[config.mk]
export PLATFORM = sky130hd
export DESIGN_NAME = ps2_keyboard_tx_flat
export DESIGN_NICKNAME = d
export VERILOG_FILES = /design/src/rtl/ps2_keyboard_tx_if.sv /design/src/rtl/ps2_keyboard_tx.sv /design/src/flat_wrapper.sv
export SDC_FILE = /design/constraint.sdc
export NUM_CORES = 1
export LEC_CHECK = 0
export BUFFER_PORTS_ARGS = -buffer_cell sky130_fd_sc_hd__buf_2
export CAP_MARGIN = 5
export CORE_MARGIN = 3
export CORE_UTILIZATION = 40
export CTS_CLUSTER_SIZE = 10
export DETAILED_ROUTE_END_ITERATION = 16
export PLACE_DENSITY = 0.67
export RECOVER_POWER = 25
export SKIP_LAST_GASP = 1
export SLEW_MARGIN = 20
export SYNTH_ARGS = -nofsm -noshare
export SYNTH_HDL_FRONTEND = slang
export SYNTH_SLANG_ARGS = --single-unit
[constraint.sdc]
create_clock -name clk -period 2.33 [get_ports clk]
set_clock_uncertainty 0.2 [all_clocks]
set_input_delay 0.233 -clock clk [delete_from_list [all_inputs] [get_ports clk]]
set_output_delay 0.233 -clock clk [all_outputs]
set_load 0.01 [all_outputs]
[src/rtl/ps2_keyboard_tx_if.sv]
// Byte handshake into ps2_keyboard_tx: a byte moves when tx_valid && tx_ready at a clk posedge.
interface ps2_keyboard_tx_if;
    logic [7:0] tx_data;
    logic       tx_valid;
    logic       tx_ready;

    modport master (output tx_data, output tx_valid, input tx_ready);
    modport slave  (input tx_data, input tx_valid, output tx_ready);
endinterface

[src/rtl/ps2_keyboard_tx.sv]
// PS/2 device-side transmitter: 11-bit frames (start, 8 data LSB-first, odd parity, stop); input FIFO with PS2_TX_FIFO_EN.
// Latency: start bit on the acceptance edge (one pop cycle later with the FIFO); frame 22*CLK_DIV then GAP_CYCLES idle-high.
// Backpressure: tx_ready low through each frame and gap; with the FIFO, low only while the FIFO is full.
module ps2_keyboard_tx #(
    parameter int CLK_DIV    = 50,
    parameter int GAP_CYCLES = 200,
    parameter int FIFO_DEPTH = 4
) (
    input  logic             clk,
    input  logic             rst,
    ps2_keyboard_tx_if.slave tx,
    output logic             ps2_clk,
    output logic             ps2_data,
    output logic             busy,
    output logic [7:0]       frames_sent
);
    localparam int DIV_W = (CLK_DIV > 1) ? $clog2(CLK_DIV) : 1;
    localparam int GAP_W = (GAP_CYCLES > 1) ? $clog2(GAP_CYCLES) : 1;

    localparam logic [1:0] IDLE   = 2'd0;
    localparam logic [1:0] BIT_HI = 2'd1;
    localparam logic [1:0] BIT_LO = 2'd2;
    localparam logic [1:0] GAP    = 2'd3;

    logic [1:0]       state;
    logic [9:0]       shreg;     // frame bits still to go on the line: {stop, parity, byte}
    logic [3:0]       bit_cnt;
    logic [DIV_W-1:0] div_cnt;
    logic [GAP_W-1:0] gap_cnt;
    logic             load_vld;
    logic [7:0]       load_dat;
    logic             div_end;
    logic             gap_end;

    assign div_end = (div_cnt == DIV_W'(CLK_DIV - 1));
    assign gap_end = (gap_cnt == GAP_W'(GAP_CYCLES - 1));
    assign busy    = (state != IDLE);

`ifdef PS2_TX_FIFO_EN
    localparam int PTR_W = (FIFO_DEPTH > 1) ? $clog2(FIFO_DEPTH) : 1;

    logic [7:0]     fifo_mem [FIFO_DEPTH];
    logic [PTR_W:0] wr_ptr;
    logic [PTR_W:0] rd_ptr;
    logic           fifo_empty;
    logic           fifo_full;
    logic           push;

    // Extra pointer MSB separates full from empty when the index bits match.
    assign fifo_empty  = (wr_ptr == rd_ptr);
    assign fifo_full   = (wr_ptr[PTR_W-1:0] == rd_ptr[PTR_W-1:0]) && (wr_ptr[PTR_W] != rd_ptr[PTR_W]);
    assign push        = tx.tx_valid && !fifo_full;
    assign load_vld    = (state == IDLE) && !fifo_empty;
    assign load_dat    = fifo_mem[rd_ptr[PTR_W-1:0]];
    assign tx.tx_ready = !fifo_full;

    always_ff @(posedge clk or posedge rst) begin
        if (rst) begin
            wr_ptr <= '0;
            rd_ptr <= '0;
            for (int i = 0; i < FIFO_DEPTH; i++) begin
                fifo_mem[i] <= '0;
            end
        end else begin
            if (push) begin
                fifo_mem[wr_ptr[PTR_W-1:0]] <= tx.tx_data;
                wr_ptr                      <= wr_ptr + (PTR_W+1)'(1);
            end
            if (load_vld) begin
                rd_ptr <= rd_ptr + (PTR_W+1)'(1);
            end
        end
    end
`else
    assign load_vld    = (state == IDLE) && tx.tx_valid;
    assign load_dat    = tx.tx_data;
    assign tx.tx_ready = (state == IDLE);
`endif

    always_ff @(posedge clk or posedge rst) begin
        if (rst) begin
            state       <= IDLE;
            shreg       <= '0;
            bit_cnt     <= '0;
            div_cnt     <= '0;
            gap_cnt     <= '0;
            ps2_clk     <= 1'b1;
            ps2_data    <= 1'b1;
            frames_sent <= '0;
        end else begin
            case (state)
                IDLE: begin
                    if (load_vld) begin
                        shreg    <= {1'b1, ~^load_dat, load_dat};
                        ps2_data <= 1'b0;
                        ps2_clk  <= 1'b1;
                        div_cnt  <= '0;
                        bit_cnt  <= '0;
                        state    <= BIT_HI;
                    end
                end
                BIT_HI: begin
                    if (div_end) begin
                        div_cnt <= '0;
                        ps2_clk <= 1'b0;
                        state   <= BIT_LO;
                    end else begin
                        div_cnt <= div_cnt + DIV_W'(1);
                    end
                end
                BIT_LO: begin
                    if (div_end) begin
                        div_cnt <= '0;
                        ps2_clk <= 1'b1;
                        if (bit_cnt == 4'd10) begin
                            gap_cnt     <= '0;
                            ps2_data    <= 1'b1;
                            frames_sent <= frames_sent + 8'd1;
                            state       <= GAP;
                        end else begin
                            // Data only moves here, so it is settled well before the next falling edge.
                            ps2_data <= shreg[0];
                            shreg    <= {1'b0, shreg[9:1]};
                            bit_cnt  <= bit_cnt + 4'd1;
                            state    <= BIT_HI;
                        end
                    end else begin
                        div_cnt <= div_cnt + DIV_W'(1);
                    end
                end
                GAP: begin
                    if (gap_end) begin
                        state <= IDLE;
                    end else begin
                        gap_cnt <= gap_cnt + GAP_W'(1);
                    end
                end
                default: state <= IDLE;
            endcase
        end
    end
endmodule
[src/flat_wrapper.sv]
// flat-port wrapper written by rule: the top's interface ports become plain ports
module ps2_keyboard_tx_flat 
#(
    parameter int CLK_DIV    = 50,
    parameter int GAP_CYCLES = 200,
    parameter int FIFO_DEPTH = 4
)
  (clk, rst, ps2_clk, ps2_data, busy, frames_sent, tx_tx_data, tx_tx_valid, tx_tx_ready);
  ps2_keyboard_tx_if tx_i ();
  input  logic clk;
  input  logic rst;
  output logic ps2_clk;
  output logic ps2_data;
  output logic busy;
  output logic [7:0] frames_sent;
  input wire logic [$bits(tx_i.tx_data)-1:0] tx_tx_data;
  input wire logic [$bits(tx_i.tx_valid)-1:0] tx_tx_valid;
  output wire logic [$bits(tx_i.tx_ready)-1:0] tx_tx_ready;
  assign tx_i.tx_data = tx_tx_data;
  assign tx_i.tx_valid = tx_tx_valid;
  assign tx_tx_ready = tx_i.tx_ready;
  ps2_keyboard_tx #(.CLK_DIV(CLK_DIV), .GAP_CYCLES(GAP_CYCLES), .FIFO_DEPTH(FIFO_DEPTH)) u_core (.clk(clk), .rst(rst), .tx(tx_i), .ps2_clk(ps2_clk), .ps2_data(ps2_data), .busy(busy), .frames_sent(frames_sent));
endmodule
==> reports/results.ini <==
[placement]
gp_congestion = 0.883
place_hpwl_mm = 3.21
port_buffers = 22
postPlaceCellArea_mm2 = 0.00252

[layout]
multi_input_area_mm2 = 0.00121
diodes = 0
regArea_mm2 = 0.00100
fill_cells = 511
nets = 283
fin_area_mm2 = 0.00266
area_growth_pct = 17.7
drive_above_1_share = 0.232
post-route-util = 0.502

[synth]
yosysWarnings = 0
syn_inst = 227
yosys_register_bits = 40
synth_mux_area_frac = 0.0592
synthArstFlopShare = 1.00
synth.avg_cell_area_um2 = 9.97
synth_edf_count = 0
synthAdderAreaFrac = 0.0553
syn_nets = 248
synthSimpleGateAreaFrac = 0.164
synth_compound_gate_area_share = 0.180
synth_top_family_by_area = compound AO/OA/AOI/OAI gates
ys_seq_area_frac = 0.444
synthXorXnorAreaFrac = 0.0658
syn_area_mm2 = 0.00226
synthDistinctLibCells = 50
synth_top_flop_cell = dfrtp_1

[drt]
drt_wl_total_mm = 4.41
vias = 1789
drt_iter0_drc = 77
drt-vias-per-instance = 5.37
avgRoutedWirePerCell_um = 13.2
firstDrtPassIters = 4
drc_errors = 0
drtAntennaViolNets = 0

[setup_path]
crit_type = reg -> reg
path_buf_inv = 0
end_kind = flop
critPathRequiredTime_ns = 2.34
max_stage_delay_ns = 0.51
path_max_fanout = 10
cp.depth = 4
cp_slowest_cell = or4_1
cp.arrival_ns = 2.25
rr_worst_depth = 4
cp_top_family = simple AND/OR/NAND/NOR gates
path_cells = or3b_1 -> o32a_4 -> or4_1 -> a21oi_1
start_kind = flop

[power_and_ir_drop]
peakVddDrop_mv = 0.329
p_per_area_mw_per_mm2 = 495
p_leak_uw = 0.00121

[clock_network]
root_buffer = clkbuf_8
postCtsSetupBuffers = 0
clkSlewWorstSetupHoldPaths_ns = 0.08
clock_latency_ns = 0.29
cts_tree = built
cts_sinks = 40
h-tree-depth = 2
clockBufferDepth = 2
cts_buffers = 5

[sta]
holdWs_ns = 0.0576
max-slew-margin-rel = 0.343
finalMaxSlewViolations = 0
period_share = 0.958
worst_slew_pin_slew_ns = 0.985
setup_viol = 0
rsz0062_at_grt = no
clock.fmax_mhz = 448
hold_viol = 0
period_needed_ns = 2.23

[global_routing]
grt_pass1_vias = 1682
grt-ovfl-total = 0
grt_max_degree = 41
antenna_found_initial = 0
grtUsageTotal = 0.150
grt_pass1_wl_mm = 7.84

[worst_hold_path]
whs_path_depth = 3
hp-class = in -> reg

[die]
die_w_um = 81.2
rows = 26
ios = 23
initial_core_util = 0.427
core_area_mm2 = 0.00530
dieArea_mm2 = 0.00659
fp.dieH_um = 81.2

[run_status]
status = finished clean

[run]
drv_cap = 0

[timing repair]
item	4_1_cts	5_1_grt
endpoints found under the hold margin	38	0
endpoints found under the setup margin	10	6
resized for setup	1	4
hold buffers	1	0
[cell type report]
type,count,area share
well taps,70,0.0329
clock inverters,3,0.0174
flip-flops and latches,40,0.377
multi-input cells,170,0.453
inverters,9,0.0127
clock buffers,5,0.0258
repair buffers,36,0.0808
[sequential cells by signal, summed over array words and instances, names as in the netlist]
name,count
u_core.shreg,10
u_core.frames_sent,8
u_core.gap_cnt,8
u_core.div_cnt,6
u_core.bit_cnt,4
u_core.state,2
u_core.ps2_clk,1
u_core.ps2_data,1
[worst paths after layout]
path                                        from                     to  slack [ns]
max                            u_core.div_cnt[2]      u_core.gap_cnt[7]         0.1
min                                tx_tx_data[6]        u_core.shreg[6]        0.06
max reg2reg                    u_core.div_cnt[2]      u_core.gap_cnt[7]         0.1
min reg2reg                u_core.frames_sent[7]  u_core.frames_sent[7]        0.27
max in group asynchronous                    rst      u_core.bit_cnt[3]        0.73
min in group asynchronous                    rst  u_core.frames_sent[7]        0.60
[synth_stat cells (all sizes together), types with 3 or more instances]
library cell / instances / area (µm²)
dfrtp: 38 / 951
o21ai: 29 / 145
nand2: 20 / 77.6
nor2: 12 / 45.0
xnor2: 12 / 105
ha: 10 / 125
mux2i: 10 / 100
inv: 9 / 33.8
a21oi: 6 / 30.0
and3: 6 / 37.5
nand3: 6 / 30.0
nand4: 6 / 37.5
o31ai: 6 / 45.0
clkbuf: 5 / 18.8
xor2: 5 / 43.8
and4b: 3 / 30.0
buf: 3 / 20.0
mux2: 3 / 33.8
or2: 3 / 18.8
or4: 3 / 23.8
[per-layer routing]
| layer | track usage | wire [µm] | share of wire |
|---|---|---|---|
| met5 | 0 | 0 | 0 |
| met3 | 0.0299 | 99 | 0.022 |
| met2 | 0.236 | 2110 | 0.48 |
| met4 | 0.0355 | 27 | 0.0061 |
| met1 | 0.211 | 2170 | 0.49 |
[worst register-to-register path: cells and delay by family, from the launching register on]
family / cells / cell delay [ns]
AOI/OAI and AO/OA: 2 / 0.59
and+or+nand+nor: 2 / 0.97
DFF: 1 / 0.42
[through the flow]
step	instances	setup slack, ns	TNS, ns	total power (µW)
global placement	324	0.0234	0	760
finish	333	0.0971	0	1320
global route	333	0.00904	0	1380
CTS	333	0.0290	0	1340
floorplan	227	0.0838	0	741
detailed placement	324	-0.0250	-0.0704	761
[placed cells by master, fill, tap and decap left out, drive strengths merged, types with 5 or more instances in the layout]
cell	count
buf	34
dfrtp	38
nand2	20
a21oi	6
ha	10
nand4	6
mux2i	10
inv	10
clkbuf	6
xor2	5
o31ai	6
nor2	12
and3	6
o21ai	29
nand3	6
xnor2	12
[logic make-up (layout without fill, tap and decap cells)]
| family | Yosys count | count (layout) |
|---|---|---|
| AOI/OAI and AO/OA | 61 | 61 |
| DFF | 40 | 40 |
| buffers and inverters | 17 | 53 |
| adders and majority gates | 10 | 10 |
| muxes | 13 | 13 |
| xor gates and xnor gates | 17 | 17 |
| and+or+nand+nor | 69 | 69 |
[report_power, final]
group | internal, µW | total (µW) | switching [µW]
registers | 694 | 694 | 0
logic | 23.0 | 53.0 | 30.0
clock network | 323 | 572 | 250
Power figures use the tool's default switching activity.
